### src/rtl/rram_pkg.sv
// -----------------------------------------------------------------------------
// rram_pkg
// Shared definitions for the RRAM row sequencer: op and bit-line drive
// encodings, the sequencer state enum, the duration counter width, and two
// small helpers used by the top level.
// Optional feature macro: RRAM_VERIFY_EN adds the VERIFY state.
// -----------------------------------------------------------------------------
package rram_pkg;

    localparam int CNT_W = 8;
    typedef logic [CNT_W-1:0] cnt_t;

    typedef enum logic [1:0] {
        OP_READ  = 2'b00,
        OP_SET   = 2'b01,
        OP_RESET = 2'b10,
        OP_NOP   = 2'b11
    } op_e;

    typedef enum logic [1:0] {
        BL_OFF   = 2'b00,
        BL_SET   = 2'b01,
        BL_RESET = 2'b10,
        BL_READ  = 2'b11
    } bl_e;

    typedef enum logic [2:0] {
        ST_IDLE,
        ST_SETUP,
        ST_PULSE,
        ST_RECOVER,
        ST_RESP
`ifdef RRAM_VERIFY_EN
        , ST_VERIFY
`endif
    } state_e;

    // Bit-line bias applied during the PULSE state for a given op.
    function automatic bl_e bl_for_op(input op_e op);
        case (op)
            OP_SET:   return BL_SET;
            OP_RESET: return BL_RESET;
            default:  return BL_READ;
        endcase
    endfunction

    // A programmed row verifies when every masked column reads back the
    // target value: 1 after SET, 0 after RESET.
    function automatic logic verify_ok(input op_e op, input logic [31:0] rd,
                                       input logic [31:0] mask);
        if (op == OP_SET)
            return (rd & mask) == mask;
        else
            return (rd & mask) == 32'h0;
    endfunction

endpackage

### src/rtl/rram_pulse_timer.sv
// -----------------------------------------------------------------------------
// rram_pulse_timer
// Loadable 8-bit down-counter used to time every sequencer state.
// Ports:
//   clk, rst_n  - clock, asynchronous active-low reset
//   load        - load load_val this edge (takes priority over counting)
//   load_val    - N-1 for an N-cycle state
//   done        - count has reached 0 (last cycle of the current state)
// -----------------------------------------------------------------------------
module rram_pulse_timer
    import rram_pkg::*;
(
    input  logic clk,
    input  logic rst_n,
    input  logic load,
    input  cnt_t load_val,
    output logic done
);

    cnt_t count_reg;

    always_ff @(posedge clk or negedge rst_n) begin
        if (!rst_n) begin
            count_reg <= '0;
        end else if (load) begin
            count_reg <= load_val;
        end else if (count_reg != '0) begin
            count_reg <= count_reg - 1'b1;
        end
    end

    assign done = (count_reg == '0);

endmodule

### src/rtl/rram_row_sequencer.sv
// -----------------------------------------------------------------------------
// rram_row_sequencer
// Sequences one RRAM row access: word-line settle, bias pulse (READ / SET /
// RESET), discharge, then a one-cycle completion pulse.
// Optional feature macro: RRAM_VERIFY_EN -- after SET/RESET run a read-back
// pass and re-pulse up to MAX_RETRY times on failure.
// Ports:
//   clk, rst_n             - clock, asynchronous active-low reset
//   req_valid/req_ready    - request handshake (ready only in IDLE)
//   req_op, req_row, req_mask - op, target row, columns to program
//   row_en, row_addr       - word-line decoder enable / address
//   bl_drive, sa_en        - bit-line bias select, sense-amp enable
//   rd_data                - sense-amp outputs
//   rsp_valid, rsp_data, rsp_err - completion pulse, read data, error
// -----------------------------------------------------------------------------
module rram_row_sequencer
    import rram_pkg::*;
#(
    parameter int unsigned SETUP_CYC   = 2,
    parameter int unsigned SET_PW      = 8,
    parameter int unsigned RESET_PW    = 12,
    parameter int unsigned READ_PW     = 4,
    parameter int unsigned RECOVER_CYC = 2,
    parameter int unsigned MAX_RETRY   = 3
)
(
    input  logic        clk,
    input  logic        rst_n,
    input  logic        req_valid,
    output logic        req_ready,
    input  logic [1:0]  req_op,
    input  logic [4:0]  req_row,
    input  logic [31:0] req_mask,
    output logic        row_en,
    output logic [4:0]  row_addr,
    output logic [1:0]  bl_drive,
    output logic        sa_en,
    input  logic [31:0] rd_data,
    output logic        rsp_valid,
    output logic [31:0] rsp_data,
    output logic        rsp_err
);

    // Counter load values are N-1: the timer reaches 0 on the Nth cycle.
    localparam cnt_t SETUP_LD   = cnt_t'(SETUP_CYC - 1);
    localparam cnt_t SET_LD     = cnt_t'(SET_PW - 1);
    localparam cnt_t RESET_LD   = cnt_t'(RESET_PW - 1);
    localparam cnt_t READ_LD    = cnt_t'(READ_PW - 1);
    localparam cnt_t RECOVER_LD = cnt_t'(RECOVER_CYC - 1);

    state_e      state_reg;
    state_e      state_next;
    op_e         op_reg;
    logic [4:0]  row_reg;
    logic [31:0] mask_reg;
    logic        req_ready_reg;
    logic        row_en_reg;
    bl_e         bl_drive_reg;
    logic        sa_en_reg;
    logic        rsp_valid_reg;
    logic [31:0] rsp_data_reg;
    logic        rsp_err_reg;

    logic        accept;
    logic        tmr_load;
    cnt_t        tmr_val;
    logic        tmr_done;

`ifdef RRAM_VERIFY_EN
    logic        verify_pass_reg;   // current SETUP/RECOVER belong to a read-back pass
    logic        verify_fail_reg;   // result of the most recent read-back
    logic [2:0]  retry_reg;         // extra program pulses issued so far
`else
    logic        unused_mask;
    assign unused_mask = ^mask_reg;
`endif

    function automatic cnt_t pw_load(input op_e op);
        case (op)
            OP_SET:   return SET_LD;
            OP_RESET: return RESET_LD;
            default:  return READ_LD;
        endcase
    endfunction

    assign accept = req_valid && req_ready_reg;

    rram_pulse_timer u_timer (
        .clk      (clk),
        .rst_n    (rst_n),
        .load     (tmr_load),
        .load_val (tmr_val),
        .done     (tmr_done)
    );

    // Next-state decode; the timer is reloaded on every state entry that
    // has a duration so it is already counting in the first cycle.
    always_comb begin
        state_next = state_reg;
        tmr_load   = 1'b0;
        tmr_val    = '0;
        case (state_reg)
            ST_IDLE: begin
                if (accept) begin
                    if (op_e'(req_op) == OP_NOP) begin
                        state_next = ST_RESP;
                    end else begin
                        state_next = ST_SETUP;
                        tmr_load   = 1'b1;
                        tmr_val    = SETUP_LD;
                    end
                end
            end
            ST_SETUP: begin
                if (tmr_done) begin
                    tmr_load = 1'b1;
`ifdef RRAM_VERIFY_EN
                    if (verify_pass_reg) begin
                        state_next = ST_VERIFY;
                        tmr_val    = READ_LD;
                    end else
`endif
                    begin
                        state_next = ST_PULSE;
                        tmr_val    = pw_load(op_reg);
                    end
                end
            end
            ST_PULSE: begin
                if (tmr_done) begin
                    state_next = ST_RECOVER;
                    tmr_load   = 1'b1;
                    tmr_val    = RECOVER_LD;
                end
            end
`ifdef RRAM_VERIFY_EN
            ST_VERIFY: begin
                if (tmr_done) begin
                    state_next = ST_RECOVER;
                    tmr_load   = 1'b1;
                    tmr_val    = RECOVER_LD;
                end
            end
`endif
            ST_RECOVER: begin
                if (tmr_done) begin
`ifdef RRAM_VERIFY_EN
                    // After a program pulse go read it back; after a failed
                    // read-back re-pulse while retries remain.
                    if ((!verify_pass_reg && op_reg != OP_READ) ||
                        (verify_pass_reg && verify_fail_reg &&
                         retry_reg < 3'(MAX_RETRY))) begin
                        state_next = ST_SETUP;
                        tmr_load   = 1'b1;
                        tmr_val    = SETUP_LD;
                    end else begin
                        state_next = ST_RESP;
                    end
`else
                    state_next = ST_RESP;
`endif
                end
            end
            ST_RESP: begin
                state_next = ST_IDLE;
            end
            default: begin
                state_next = ST_IDLE;
            end
        endcase
    end

    // State, request latches and registered outputs. Outputs are decoded
    // from state_next so they change on the same edge as the state.
    always_ff @(posedge clk or negedge rst_n) begin
        if (!rst_n) begin
            state_reg       <= ST_IDLE;
            op_reg          <= OP_READ;
            row_reg         <= '0;
            mask_reg        <= '0;
            req_ready_reg   <= 1'b0;
            row_en_reg      <= 1'b0;
            bl_drive_reg    <= BL_OFF;
            sa_en_reg       <= 1'b0;
            rsp_valid_reg   <= 1'b0;
            rsp_data_reg    <= '0;
            rsp_err_reg     <= 1'b0;
`ifdef RRAM_VERIFY_EN
            verify_pass_reg <= 1'b0;
            verify_fail_reg <= 1'b0;
            retry_reg       <= '0;
`endif
        end else begin
            state_reg     <= state_next;
            req_ready_reg <= (state_next == ST_IDLE);
            rsp_valid_reg <= (state_next == ST_RESP);

            row_en_reg    <= (state_next == ST_SETUP) || (state_next == ST_PULSE)
`ifdef RRAM_VERIFY_EN
                             || (state_next == ST_VERIFY)
`endif
                             ;

            if (state_next == ST_PULSE)
                bl_drive_reg <= bl_for_op(op_reg);
`ifdef RRAM_VERIFY_EN
            else if (state_next == ST_VERIFY)
                bl_drive_reg <= BL_READ;
`endif
            else
                bl_drive_reg <= BL_OFF;

            sa_en_reg <= ((state_next == ST_PULSE) && (op_reg == OP_READ))
`ifdef RRAM_VERIFY_EN
                         || (state_next == ST_VERIFY)
`endif
                         ;

            if (accept) begin
                op_reg      <= op_e'(req_op);
                row_reg     <= req_row;
                mask_reg    <= req_mask;
                rsp_err_reg <= (op_e'(req_op) == OP_NOP);
                if (op_e'(req_op) == OP_NOP)
                    rsp_data_reg <= '0;
`ifdef RRAM_VERIFY_EN
                verify_pass_reg <= 1'b0;
                verify_fail_reg <= 1'b0;
                retry_reg       <= '0;
`endif
            end

            // Capture sense-amp data on the final read-bias cycle.
            if (state_reg == ST_PULSE && op_reg == OP_READ && tmr_done)
                rsp_data_reg <= rd_data;

`ifdef RRAM_VERIFY_EN
            if (state_reg == ST_VERIFY && tmr_done) begin
                rsp_data_reg    <= rd_data;
                verify_fail_reg <= !verify_ok(op_reg, rd_data, mask_reg);
            end

            if (state_reg == ST_RECOVER && tmr_done) begin
                if (!verify_pass_reg && op_reg != OP_READ) begin
                    verify_pass_reg <= 1'b1;
                end else if (verify_pass_reg && verify_fail_reg) begin
                    if (retry_reg < 3'(MAX_RETRY)) begin
                        retry_reg       <= retry_reg + 3'd1;
                        verify_pass_reg <= 1'b0;
                    end else begin
                        rsp_err_reg <= 1'b1;
                    end
                end
            end
`endif
        end
    end

    assign req_ready = req_ready_reg;
    assign row_en    = row_en_reg;
    assign row_addr  = row_reg;
    assign bl_drive  = bl_drive_reg;
    assign sa_en     = sa_en_reg;
    assign rsp_valid = rsp_valid_reg;
    assign rsp_data  = rsp_data_reg;
    assign rsp_err   = rsp_err_reg;

endmodule

### config.mk
export PLATFORM = sky130hd
export DESIGN_NAME = rram_row_sequencer
export DESIGN_NICKNAME = d
export VERILOG_FILES = /design/src/rtl/rram_pkg.sv /design/src/rtl/rram_pulse_timer.sv /design/src/rtl/rram_row_sequencer.sv
export SDC_FILE = /design/constraint.sdc
export NUM_CORES = 1
export LEC_CHECK = 0
export CORE_AREA = 2 2 81 83
export CTS_CLUSTER_SIZE = 16
export DETAILED_ROUTE_END_ITERATION = 10
export DIE_AREA = 0 0 83 85
export HOLD_SLACK_MARGIN = 0.06
export PLACE_DENSITY = 0.77
export RECOVER_POWER = 50
export SLEW_MARGIN = 20
export SYNTH_ARGS = -nofsm -noshare
export SYNTH_HDL_FRONTEND = slang
export SYNTH_SLANG_ARGS = --single-unit
### constraint.sdc
create_clock -name clk -period 2.4 [get_ports clk]
set_input_delay 0.48 -clock clk [delete_from_list [all_inputs] [get_ports clk]]
set_output_delay 0.48 -clock clk [all_outputs]
set_load 0.02 [all_outputs]
==> results of run 1 <==
-- worst register-to-register path, cell delays in order (launching register included) --
cell and delay (ns):
sky130_fd_sc_hd__dfrtp_1 0.40, sky130_fd_sc_hd__inv_2 0.05, sky130_fd_sc_hd__ha_1 0.21, sky130_fd_sc_hd__nor3b_1 0.17, sky130_fd_sc_hd__and4_1 0.23, sky130_fd_sc_hd__nor2_4 0.48
sky130_fd_sc_hd__buf_4 0.27, sky130_fd_sc_hd__a22o_1 0.14
-- area by class of cell --
type                            count  area (sq um)
Clock inverter                      7          93.8
Multi-Input combinational cell    112           861
Fill cell                         535          2640
Timing Repair Buffer              101           947
Sequential cell                    57          1430
Tap cell                           77          96.3
Inverter                            5          18.8
Clock buffer                        9           124
-- cells by family after synthesis --
family / Yosys count / synth area share
XOR/XNOR: 7 / 0.0258
multiplexers: 8 / 0.0374
AND/OR/NAND/NOR: 35 / 0.0895
flip-flops: 57 / 0.600
buffers and inverters: 16 / 0.0379
adder cells (fa/ha/maj): 2 / 0.0105
AO/OA/AOI/OAI: 60 / 0.199
-- routing by layer --
layer | wire length (microns) | vias up | share of wire | global-route usage
li1 | - | 894 | - | -
met1 | 2470 | 935 | 0.42 | 0.215
met2 | 2950 | 64 | 0.51 | 0.300
met3 | 344 | 7 | 0.059 | 0.0700
met4 | 50 | 0 | 0.0086 | 0.0358
met5 | 0 | - | 0 | 0
-- power by group --
part	switching (mW)	internal [mW]	leakage (nW)	total [mW]
registers	0.191	1.19	0.758	1.38
logic	0.652	0.654	0.733	1.31
clock network	0.393	0.583	0.106	0.976
-- worst min-delay path by stage --
stage,startpoint,end,slack [ns],cells past startpoint
global placement,rst_n,rsp_valid,0.47,1
global route,rst_n,op_reg[1],0.47,1
floorplan,rst_n,bl_drive[0],0.18,0
finish,rst_n,state_reg[2],0.36,1
detailed placement,rst_n,state_reg[2],0.47,1
CTS,rst_n,op_reg[1],0.11,1
-- timing repair --
item                       4_1_cts  5_1_grt
resized for setup                0        1
buffers inserted                 0        0
setup endpoints to repair        0        8
-- layout by cell type, fill, tap and decap left out, types with 4 or more instances in the layout --
cell and instances:
sky130_fd_sc_hd__clkdlybuf4s50_1 75, sky130_fd_sc_hd__nor2_1 6, sky130_fd_sc_hd__dlygate4sd3_1 9, sky130_fd_sc_hd__a22o_1 32, sky130_fd_sc_hd__nor3_1 8, sky130_fd_sc_hd__a21oi_1 9
sky130_fd_sc_hd__clkbuf_1 5, sky130_fd_sc_hd__xor2_1 5, sky130_fd_sc_hd__buf_4 11, sky130_fd_sc_hd__inv_1 4, sky130_fd_sc_hd__dfrtp_1 57, sky130_fd_sc_hd__clkbuf_8 9
sky130_fd_sc_hd__mux2_2 7, sky130_fd_sc_hd__nand2_1 4
==> out/results.txt, run 1 <==
CTS Hold Bufs: 0
Worst R2R End: rsp_data[9]
number of enable-type register cells in the synthesized netlist: 0
share of final-layout standard cells stronger than drive strength 1: 0.144
number of flip-flops and latches in the synthesized netlist: 57
final-report max-slew violation count: 0
Die Ht: 85 microns
maximum vdd drop: 802 uV
fraction of synthesized cell area taken by the top area cell type: 0.600
die outline area: 7060 sq um
part of the Yosys area used for sequential elements: 0.600
slack of the critical path: 0.379 ns
die boundary width: 83 microns
latest clock arrival within the worst-skew pair: 0.33 ns
Period Utilization, post-route: 0.842
Detailed Routing Iterations Pass 1: 6
CTS H-tree lvls: 3
dominant cell type by area after synthesis: sky130_fd_sc_hd__dfrtp_1
cell types with the highest counts after synthesis: 57 x sky130_fd_sc_hd__dfrtp_1, 32 x sky130_fd_sc_hd__a22o_1, 9 x sky130_fd_sc_hd__a21oi_1
maximum buffer depth of the clock tree: 2
net count after synthesis: 261
area inside the core boundary: 6200 sq um
Worst EP required: 2.65 ns
post-route ant nets: 0
Setup violations, final: 0
IO buf count: 85
Worst Reg-to-Reg Cells: 7
Placement Cell Area: 3370 sq um
async set-reset flop share out of synthesis: 1.00
number of clock sinks: 57
Layout Cell Area excl Fill: 3570 sq um
top area cells in the synthesized netlist: sky130_fd_sc_hd__dfrtp_1 60%, sky130_fd_sc_hd__a22o_1 12%, sky130_fd_sc_hd__mux2_2 3.3%
largest delay contributor family on the critical path: compound AO/OA/AOI/OAI gates
kind of capture point of the worst setup path: flip-flop
total global routing track utilization: 0.176
kind of start point of the critical path: input port
biggest cell delay along the critical path: 0.52 ns
Initial Util: 0.383
root buffer selected by CTS: sky130_fd_sc_hd__clkbuf_8
sum of negative setup slack: 0 ns
worst rel slew slack: 0.231
n_diodes: 0
critical path cell sequence: dlygate4sd3_1 -> nand2_1 -> or3b_2 -> a211oi_2 -> o21bai_1
status: complete, no violations
post-synth design cell area: 2380 sq um
largest fanout on the critical path: 6
dominant cell by count in the synthesized netlist: sky130_fd_sc_hd__dfrtp_1
count of nets after finishing: 362
utilization after layout: 0.575
Worst Path Buf+Inv: 1
number of global-route vias before repair: 2027
DRC marker count from the first detailed-route iteration: 65
detail-routed net length per standard cell: 15.8 microns
max-capacitance violation count: 0
Synth Area per Inst: 12.9 sq um
data arrival time at the worst-slack endpoint: 2.27 ns
Min-Delay Path Class: input port to asynchronous set/reset pin
WL final: 5820 microns
PD cells: 1030 nW/um^2
leakage power: 1.60 nW
setup repair after global routing missed its margin: false
CP startpoint: req_valid
total CTS buffers: 9
via count: 1900
post-route minimum period: 2.02 ns
number of logic stages on the critical path including buffering: 5
top flip-flop cell by instance count after synthesis: sky130_fd_sc_hd__dfrtp_1
clock tree from TritonCTS: built
grt ovf: 0
maximum operating frequency: 495 MHz
Cell Count, Final, Fillers Out: 368
pin count of the biggest net entering global routing: 33
initial antenna violation count: 0
Critical R2R Launch: u_timer.count_reg[0]
PnR Total Power: 3.66 mW
end of the critical path: state_reg[0]
cell with the largest stage delay on the worst path: sky130_fd_sc_hd__dlygate4sd3_1
Yosys warning total: 0
cell count after synthesis: 185
setup slack, reg-to-reg: 0.39 ns
total placed cells including tap cells: 352
DRC violations left: 0
minimum hold slack: 0.358 ns
# rows: 29
Critical Setup Path Class: input port to flip-flop
routability congestion estimate from global placement: 0.825
Worst Max-Slew Pin Slew: 1.15 ns
Area Growth Syn to Fin: 50.1%
clock transition at the registers of the reported paths: 0.06 ns
count of distinct cell types in the synthesized netlist: 42
number of vias per cell after detailed routing: 5.16
worst-case clock skew: 0.00728 ns
worst setup slack after placement: 0.00493 ns
I/O pin count: 118
hold violation count in the final report: 0
wire length of the first global-routing pass: 9940 microns
post-detailed-placement half-perimeter wirelength: 4140 microns
number of flip-flops under the largest register name: 32
Note: power is estimated with default switching activity, not from simulation.
==> run 2, diff against run 1 <==
==> constraint.sdc (replaced) <==
create_clock -name clk -period 1.91 [get_ports clk]
set_input_delay 0.382 -clock clk [delete_from_list [all_inputs] [get_ports clk]]
set_output_delay 0.382 -clock clk [all_outputs]
set_load 0.02 [all_outputs]
==> run 2 against run 1 <==
Against the previous run: setup slack got worse by 0.30 ns; hold slack improved by 0.13 ns; wire length rose by 0.77%; largest cell class unchanged; combinational power rose by 31%; clock skew fell by 0.0016 ns.
==> out/results.txt, run 2 (synthesis gave the netlist of run 1 again) <==
Detailed Routing Iterations Pass 1: 4 (-2)
n_diodes: 0 (unchanged)
sum of negative setup slack: 0 ns (unchanged)
initial antenna violation count: 0 (unchanged)
maximum buffer depth of the clock tree: 2 (unchanged)
largest fanout on the critical path: 6 (unchanged)
status: complete, no violations
area inside the core boundary: 6200 sq um (unchanged)
data arrival time at the worst-slack endpoint: 2.07 ns (-0.20 ns)
latest clock arrival within the worst-skew pair: 0.34 ns (about the same)
Placement Cell Area: 3410 sq um (+1.1%)
Layout Cell Area excl Fill: 3660 sq um (+2.6%)
total global routing track utilization: 0.175 (-0.00161)
die outline area: 7060 sq um (unchanged)
max-capacitance violation count: 0 (unchanged)
detail-routed net length per standard cell: 15.8 microns (+0.23%)
Setup violations, final: 0 (unchanged)
die boundary width: 83 microns (unchanged)
number of flip-flops under the largest register name: 32 (unchanged)
Die Ht: 85 microns (unchanged)
hold violation count in the final report: 0 (unchanged)
Critical Setup Path Class: flip-flop to flip-flop
root buffer selected by CTS: sky130_fd_sc_hd__clkbuf_8
# rows: 29 (unchanged)
PD cells: 1280 nW/um^2 (+25%)
total CTS buffers: 9 (unchanged)
I/O pin count: 118 (unchanged)
worst-case clock skew: 0.00564 ns (-0.00164 ns)
wire length of the first global-routing pass: 9740 microns (-2.1%)
routability congestion estimate from global placement: 0.796 (-3.5%)
leakage power: 1.64 nW (+2.9%)
Worst Max-Slew Pin Slew: 0.758 ns (-0.396 ns)
kind of start point of the critical path: flip-flop
PnR Total Power: 4.69 mW (+28%)
minimum hold slack: 0.484 ns (+0.127 ns)
DRC marker count from the first detailed-route iteration: 87 (+34%)
Area Growth Syn to Fin: 53.9%
DRC violations left: 0 (unchanged)
number of clock sinks: 57 (unchanged)
IO buf count: 85 (unchanged)
Min-Delay Path Class: flip-flop to flip-flop
post-detailed-placement half-perimeter wirelength: 4010 microns (-3.1%)
via count: 1897 (-0.16%)
final-report max-slew violation count: 0 (unchanged)
commonest non-fill, non-tap cell in the layout: sky130_fd_sc_hd__clkdlybuf4s50_1
Layout fillers: 529 (-1.1%)
Period Utilization, post-route: 0.956
share of final-layout standard cells stronger than drive strength 1: 0.181 (+0.0366)
number of global-route vias before repair: 2009 (-0.89%)
WL final: 5860 microns (+0.77%)
clock tree from TritonCTS: built
maximum operating frequency: 547 MHz
pin count of the biggest net entering global routing: 58 (+76%)
count of nets after finishing: 364 (+0.55%)
Worst EP required: 2.16 ns (-0.49 ns)
kind of capture point of the worst setup path: flip-flop
most frequent cells in the layout: 74 x sky130_fd_sc_hd__clkdlybuf4s50_1, 57 x sky130_fd_sc_hd__dfrtp_1, 32 x sky130_fd_sc_hd__a22o_1
clock transition at the registers of the reported paths: 0.06 ns (about the same)
maximum vdd drop: 787 uV (-1.9%)
number of vias per cell after detailed routing: 5.13 (-0.70%)
CTS H-tree lvls: 3 (unchanged)
post-route minimum period: 1.83 ns
Initial Util: 0.383 (unchanged)
grt ovf: 0 (unchanged)
post-route ant nets: 0 (unchanged)
worst rel slew slack: 0.495 (+0.264)
setup repair after global routing missed its margin: false
[run 2: routing by layer]
| layer | global-route usage | share of wire | up-vias |
|---|---|---|---|
| li1 | - | - | 900 |
| met2 | 0.290 | 0.51 | 69 |
| met3 | 0.0739 | 0.064 | 14 |
| met5 | 0 | 0 | - |
| met1 | 0.206 | 0.41 | 914 |
| met4 | 0.0581 | 0.017 | 0 |
[run 2: final timing paths]
path	start	end	slack (ns)	depth (start not counted)
worst max-delay path	u_timer.count_reg[0]	u_timer.count_reg[2]	0.08	7
worst min-delay path	rsp_err	rsp_err	0.48	1
worst max register to register	u_timer.count_reg[0]	u_timer.count_reg[2]	0.08	7
worst min register to register	rsp_err	rsp_err	0.48	1
max in group asynchronous	rst_n	rsp_data[13]	0.65	3
min in group asynchronous	rst_n	u_timer.count_reg[1]	0.74	3
[run 2: final cells by class]
type | instances | area [sq um] | area share
sequential | 57 | 1430 | 0.390
clock inverter | 1 | 30.0 | 0.00821
timing repair buffer | 103 | 1000 | 0.275
clock buffer | 15 | 196 | 0.0537
inverter | 5 | 18.8 | 0.00513
multi-input combinational | 112 | 887 | 0.242
tap | 77 | 96.3 | 0.0263
[run 2: metrics by stage]
step | utilization | cells | setup slack [ns]
floorplan | - | 185 | 0.171
global placement | 0.549 | 352 | -0.125
detailed placement | 0.549 | 352 | -0.118
CTS | 0.587 | 369 | 0.0281
global route | 0.590 | 370 | 0.00757
finish | 0.590 | 370 | 0.0833
[run 2: report_power, final]
| group | internal, mW | switching, mW | total, mW |
|---|---|---|---|
| combinational | 0.857 | 0.848 | 1.71 |
| clock | 0.781 | 0.465 | 1.25 |
| sequential | 1.49 | 0.245 | 1.74 |
[run 2: timing repair]
action	4_1_cts	5_1_grt
setup buffers	0	1
setup endpoints to repair	0	39
resized for setup	0	7
hold endpoints to repair	57	0
hold buffers	1	0
[run 2: critical path, stage by stage (launching register included)]
cell and delay (ns):
sky130_fd_sc_hd__dfrtp_1 0.42, sky130_fd_sc_hd__inv_2 0.07, sky130_fd_sc_hd__ha_2 0.18, sky130_fd_sc_hd__nor3b_4 0.21, sky130_fd_sc_hd__buf_4 0.16, sky130_fd_sc_hd__nand2_2 0.09, sky130_fd_sc_hd__or3_4 0.40, sky130_fd_sc_hd__o31ai_2 0.20
==> run 3, diff against run 2 <==
--- a/config.mk
+++ b/config.mk
@@ -5,12 +5,12 @@
 export SDC_FILE = /design/constraint.sdc
 export NUM_CORES = 1
 export LEC_CHECK = 0
-export CORE_AREA = 2 2 81 83
+export CORE_AREA = 2 2 85 87
 export CTS_CLUSTER_SIZE = 16
 export DETAILED_ROUTE_END_ITERATION = 10
-export DIE_AREA = 0 0 83 85
+export DIE_AREA = 0 0 87 89
 export HOLD_SLACK_MARGIN = 0.06
-export PLACE_DENSITY = 0.77
+export PLACE_DENSITY = 0.74
 export RECOVER_POWER = 50
 export SLEW_MARGIN = 20
 export SYNTH_ARGS = -nofsm -noshare
==> constraint.sdc (replaced) <==
create_clock -name clk -period 1.5 [get_ports clk]
set_input_delay 0.3 -clock clk [delete_from_list [all_inputs] [get_ports clk]]
set_output_delay 0.3 -clock clk [all_outputs]
set_load 0.02 [all_outputs]
==> run 3 against run 2 <==
Against the previous run: clock-buffer cell count fell by 5; total power rose by 33%; sequential share of layout area decreased by 2.1 points; setup slack worse by 0.27 ns; clock power grew 10%; hold slack worse by 0.034 ns; via count increased by 7.2%; sequential cell count did not move; wire length rose by 15%; clock skew is 0.0024 ns higher; die area is 9.8% higher; the flow now finishes with violations (setup timing).
==> out/results.txt, run 3 (synthesis gave the netlist of run 1 again) <==
DRC marker count from the first detailed-route iteration: 86 (-1.1%)
maximum buffer depth of the clock tree: 2 (unchanged)
CTS H-tree lvls: 3 (unchanged)
post-detailed-placement half-perimeter wirelength: 4360 microns (+8.8%)
Layout Cell Area excl Fill: 3870 sq um (+5.8%)
area inside the core boundary: 6720 sq um (+8.3%)
Worst EP required: 1.77 ns (-0.39 ns)
routability congestion estimate from global placement: 0.838 (+5.2%)
latest clock arrival within the worst-skew pair: 0.34 ns (about the same)
Worst Max-Slew Pin Slew: 0.542 ns (-0.216 ns)
IO buf count: 85 (unchanged)
initial antenna violation count: 0 (unchanged)
# rows: 30 (+3.4%)
hold violation count in the final report: 0 (unchanged)
setup repair after global routing missed its margin: true
Detailed Routing Iterations Pass 1: 4 (unchanged)
CP startpoint: req_op[0]
post-route minimum period: 1.69 ns
Die Ht: 89 microns (+4.7%)
total CTS buffers: 9 (unchanged)
share of final-layout standard cells stronger than drive strength 1: 0.302 (+0.121)
Initial Util: 0.354 (-0.0293)
Worst R2R End: u_timer.count_reg[3]
length of routed met3 wiring: 377 microns (+0.53%)
pin count of the biggest net entering global routing: 33 (-43%)
largest fanout on the critical path: 4 (-2)
Critical Setup Path Class: input port to flip-flop
slack of the critical path: -0.186 ns (-0.270 ns)
final-report max-slew violation count: 0 (unchanged)
clock tree from TritonCTS: built
top layer in use: met4
Worst Reg-to-Reg Cells: 5 (-2)
Min-Delay Path Class: input port to asynchronous set/reset pin
cell internal pwr: 4.03 mW (+29%)
status: finished with violations
setup slack, reg-to-reg: -0.18 ns (-0.26 ns)
Setup violations, final: 47 (+47)
kind of start point of the critical path: input port
clock network fraction of design power: 0.221 (-0.045)
met2 wire length: 3330 microns (+11%)
n_diodes: 0 (unchanged)
worst rel slew slack: 0.639 (+0.144)
Net Sw Frac: 0.355 (+0.0224)
kind of capture point of the worst setup path: flip-flop
grt ovf: 0 (unchanged)
wire length of the first global-routing pass: 10200 microns (+4.5%)
PD cells: 1610 nW/um^2 (+26%)
worst-case clock skew: 0.00799 ns (+0.00235 ns)
leakage power: 1.93 nW (+18%)
Area Growth Syn to Fin: 62.9%
die outline area: 7740 sq um (+9.8%)
biggest cell delay along the critical path: 0.53 ns (+0.11 ns)
utilization after layout: 0.576 (-0.0135)
max-capacitance violation count: 0 (unchanged)
Critical R2R Launch: u_timer.count_reg[4]
cell with the largest stage delay on the worst path: sky130_fd_sc_hd__or3b_2
maximum operating frequency: 593 MHz
data arrival time at the worst-slack endpoint: 1.95 ns (-0.12 ns)
I/O pin count: 118 (unchanged)
Period Utilization, post-route: 1.12
detail-routed net length per standard cell: 17.1 microns (+7.6%)
clock transition at the registers of the reported paths: 0.06 ns (about the same)
number of vias per cell after detailed routing: 5.15 (+0.44%)
maximum vdd drop: 1020 uV (+30%)
post-route ant nets: 0 (unchanged)
routed length on met1: 2960 microns (+23%)
number of flip-flops under the largest register name: 32 (unchanged)
die boundary width: 87 microns (+4.8%)
violations in the final reports: setup timing
net switching component of the power: 2.21 mW (+42%)
number of global-route vias before repair: 2102 (+4.6%)
end of the critical path: state_reg[0]
root buffer selected by CTS: sky130_fd_sc_hd__clkbuf_8
Placement Cell Area: 3520 sq um (+3.5%)
combinational fraction of design power: 0.437 (+0.073)
register share of total power: 0.342 (-0.029)
total global routing track utilization: 0.174 (-0.000560)
WL final: 6740 microns (+15%)
count of nets after finishing: 388 (+6.6%)
DRC violations left: 0 (unchanged)
critical path cell sequence: clkdlybuf4s50_1 -> nand2_1 -> or3b_2 -> a211oi_4 -> buf_4 -> o21bai_1
number of clock sinks: 57 (unchanged)
via count: 2034 (+7.2%)
commonest non-fill, non-tap cell in the layout: sky130_fd_sc_hd__dfrtp_1
most frequent cells in the layout: 57 x sky130_fd_sc_hd__dfrtp_1, 44 x sky130_fd_sc_hd__dlygate4sd2_1, 40 x sky130_fd_sc_hd__clkdlybuf4s50_1
run 3: changes by cell type in the layout (fill, tap and decap cells not counted), moves of 3 or more:
cell,previous run,this run
sky130_fd_sc_hd__buf_6,0,4
sky130_fd_sc_hd__clkinv_2,0,3
sky130_fd_sc_hd__dlygate4sd2_1,0,44
sky130_fd_sc_hd__nor3_2,0,6
sky130_fd_sc_hd__clkbuf_8,14,10
sky130_fd_sc_hd__a21oi_1,9,5
sky130_fd_sc_hd__nor3_1,8,2
sky130_fd_sc_hd__buf_4,12,30
sky130_fd_sc_hd__nor2_4,0,4
sky130_fd_sc_hd__a21oi_2,0,4
sky130_fd_sc_hd__dlygate4sd3_1,11,1
sky130_fd_sc_hd__clkdlybuf4s50_1,74,40
run 3: through the flow:
stage / hold slack, ns / power, mW / setup TNS (ns) / instances / setup slack [ns]
floorplan: 0.00441 / 3.46 / -5.79 / 185 / -0.165
global placement: 0.179 / 4.58 / -18.30 / 369 / -0.449
detailed placement: 0.180 / 4.63 / -21.55 / 369 / -0.535
CTS: 0.359 / 6.13 / -7.34 / 392 / -0.204
global route: 0.506 / 6.61 / -9.83 / 395 / -0.252
finish: 0.450 / 6.25 / -6.65 / 395 / -0.186
run 3: how the worst min path moves through the flow:
stage | start | end | cells after the start
6_report | rst_n | state_reg[0] | 2
5_1_grt | rsp_data[4] | rsp_data[4] | 1
4_1_cts | rst_n | state_reg[0] | 2
3_5_place_dp | rst_n | u_timer.count_reg[1] | 1
3_3_place_gp | rst_n | u_timer.count_reg[1] | 1
2_1_floorplan | rst_n | bl_drive[0] | 0
run 3: worst max-delay path, delay by kind of cell:
| kind | cells | cell delay [ns] |
|---|---|---|
| simple gates | 2 | 0.68 |
| buf+inv | 2 | 0.58 |
| compound gates | 2 | 0.39 |
run 3: power groups by stage:
| stage | clock network, mW | logic (mW) | registers (mW) |
|---|---|---|---|
| CTS | 1.41 | 2.58 | 2.14 |
| global route | 1.47 | 2.95 | 2.18 |
| global placement | 0 | 2.42 | 2.16 |
| finish | 1.38 | 2.73 | 2.14 |
| floorplan | 0 | 0.989 | 2.47 |
| detailed placement | 0 | 2.47 | 2.16 |
run 3: layout make-up:
cell class / count / area, sq um
Clock buffer: 10 / 138
Clock inverter: 4 / 45.0
Fill cell: 575 / 2850
Inverter: 5 / 18.8
Multi-Input combinational cell: 115 / 1040
Sequential cell: 57 / 1430
Tap cell: 80 / 100
Timing Repair Buffer: 124 / 1100
run 3: per-layer routing:
metal / up-vias / global-route usage
li1: 950 / -
met1: 1004 / 0.212
met2: 68 / 0.298
met3: 12 / 0.0526
met4: 0 / 0.0554
met5: - / 0
run 3: what timing repair did:
action,in CTS,in global routing
gates resized for setup,62,14
hold buffers,1,0
gates cloned,2,1
setup endpoints to repair,90,48
setup buffers,6,2
pin swaps,10,11
endpoints found under the hold margin,8,0
==> RTL edit, RTL diff (flow settings as in run 2) <==
Set the parameter `RESET_PW` to 11 (it was 12).
--- a/src/rtl/rram_row_sequencer.sv
+++ b/src/rtl/rram_row_sequencer.sv
@@ -19,5 +19,5 @@
     parameter int unsigned SETUP_CYC   = 2,
     parameter int unsigned SET_PW      = 8,
-    parameter int unsigned RESET_PW    = 12,
+    parameter int unsigned RESET_PW    = 11,
     parameter int unsigned READ_PW     = 4,
     parameter int unsigned RECOVER_CYC = 2,
Formal check against the unedited RTL: same outputs for any inputs over 10 cycles, from zero or initial values and one cycle with rst_n low; that may be too few to reach the edited logic, so the function may still have changed.
==> RTL edit against run 2 <==
  * Area after synthesis fell by 1.4%
  * Synthesized cell count rose by 2.7%
  * Sequential cell count did not move
  * Final area rose by 0.38%
  * Critical path type unchanged
  * Setup slack got worse by 0.066 ns
  * Critical path depth did not move
  * Global-route usage rose by 0.79 points
  * Fmax fell by 3.5%
  * Count of clock-buffer cells in the layout fell by 5
  * Wire length rose by 5.7%
  * Highest routed layer unchanged
  * Critical endpoint is now rsp_data[19]
  * Cell count rose by 3.2%
  * Via count rose by 5.6%
  * Power rose by 22%
==> RTL edit: results (changes against run 2) <==
Unique masters post-synth 32 (-24%); Routed Antenna Nets 0 (unchanged); H-Tree Level Count 3 (unchanged); wire per inst 16.2 µm (+2.3%); met2 GRT Util 29.0% (+0.073 points); EDFF count, synth 0 (unchanged); endpoints failing hold 0 (unchanged); initial antenna violation count 0 (unchanged); maximum fanout along the worst path 32 (+26); Placed Cells 362 (+2.8%); CTS max path bufs 2 (unchanged); Port Buffers 85 (unchanged); Async SR Flop Fraction 100% (unchanged); CP arrival 2.15 ns (+0.08 ns); vias per cell 5.24 (+2.3%); Final Non-Filler Cells 382 (+3.2%); DP Wirelength 4010 µm (about the same); GR Util met1 22.9% (+2.3 points); number of global-route vias before repair 2,072 (+3.1%); total track usage 18.3% (+0.79 points); clk_skew 0.0115 ns (+0.00587 ns); Synth area leaders dfrtp_1, a22o_1, mux2_2; Hold Path Class flip-flop to flip-flop; R2R Setup Slk 0.02 ns (-0.07 ns); GPL Wtd Cong 0.881 (+11%); VDD IR-drop max 0.000747 V (-5.0%); Seq/Total Area, Yosys 60.8% (+0.83 points); router iterations before antenna repair 4 (unchanged); drt initial violations 111 (+28%); ANT cells 0 (unchanged); GR Util met3 5.45% (-1.9 points); Synth Net Count 266 (+1.9%); Avg Cell Area, Syn 12.3 µm² (-4.0%); Inserted Clock Buffers 9 (unchanged); Commonest cells post-synth dfrtp_1, a22o_1, nor2_1; Worst-Margin Slew 0.763 ns (+0.00563 ns); P_leak 1.66 nW (+0.83%); fill cell count 515 (-2.6%); first-pass GRT wire length 10,100 µm (+3.8%); R2R Path End rsp_data[19]; status finished clean; share of post-route cells with drive strength above 1 19.0% (+0.93 points)
[RTL edit: cell count changes in the layout (fill, tap and decap cells not counted), moves of 5 or more]
cell,before,now
xor2_1,5,0
nor2_1,5,13
clkdlybuf4s50_1,74,83
a21oi_1,9,4
buf_4,12,20
dlygate4sd3_1,11,2
[RTL edit: power by group]
part / switching (mW) / internal [mW] / total (mW)
registers: 0.283 / 1.68 / 1.96
clock network: 0.444 / 0.616 / 1.06
logic: 1.29 / 1.39 / 2.68
total: 2.02 / 3.69 / 5.70
[RTL edit: layout make-up]
| type | count | share of cell area [%] |
|---|---|---|
| clock buffers | 10 | 3.75 |
| clock inverters | 4 | 1.23 |
| inverters | 5 | 0.511 |
| multi-input cells | 119 | 24.5 |
| flip-flops and latches | 57 | 38.8 |
| well taps | 77 | 2.62 |
| repair buffers | 110 | 28.5 |
[RTL edit: worst min path at each step]
stage / from / endpoint / slack, ns / depth (start not counted)
2_1_floorplan: rst_n / bl_drive[0] / 0.09 / 0
3_3_place_gp: rst_n / row_en / 0.40 / 2
3_5_place_dp: rst_n / row_en / 0.41 / 2
4_1_cts: rsp_err / rsp_err / 0.50 / 1
5_1_grt: rsp_data[7] / rsp_data[7] / 0.51 / 1
6_report: rsp_err / rsp_err / 0.50 / 1
[RTL edit: repair_timing]
action,in CTS,in global routing
pin swaps,12,9
cloned,1,1
setup buffers,2,1
hold buffers,1,0
resized for setup,1,4
endpoints found under the setup margin,32,37
hold endpoints to repair,57,0
[RTL edit: worst max-delay path, cell delays in order (launching register included)]
cell	delay [ns]
dfrtp_1	0.38
inv_2	0.08
ha_4	0.13
or4b_4	0.49
nor4_4	0.19
buf_6	0.18
buf_12	0.18
a22o_1	0.18
[RTL edit: per-stage QoR]
step	util, %	area (µm²)	setup TNS, ns	power, mW	setup slack (ns)
after detailed placement	55.4	3440	-1.79	4.62	-0.0702
after global placement	55.4	3440	-1.32	4.55	-0.0475
after floorplan	-	2380	-0.680	3.36	-0.0227
final	59.2	3670	0	5.70	0.0171
after global routing	59.2	3670	-1.37	6.06	-0.0711
after CTS	59.0	3660	-0.582	5.73	-0.0454
[RTL edit: logic make-up (layout without fill, tap and decap cells)]
| group | count (synthesis) | after routing | synth area share, % |
|---|---|---|---|
| adders and majority gates | 2 | 2 | 1.07 |
| muxes | 10 | 10 | 4.64 |
| and+or+nand+nor | 49 | 51 | 11.5 |
| xor gates and xnor gates | 3 | 3 | 1.12 |
| AOI/OAI and AO/OA | 53 | 53 | 17.9 |
| buffers and inverters | 16 | 129 | 2.93 |
| DFF | 57 | 57 | 60.8 |
[RTL edit: metal layers]
layer,part of all wire [%],vias up
met4,2.0,0
li1,-,931
met1,43,973
met5,0,-
met2,48,86
met3,7.0,13
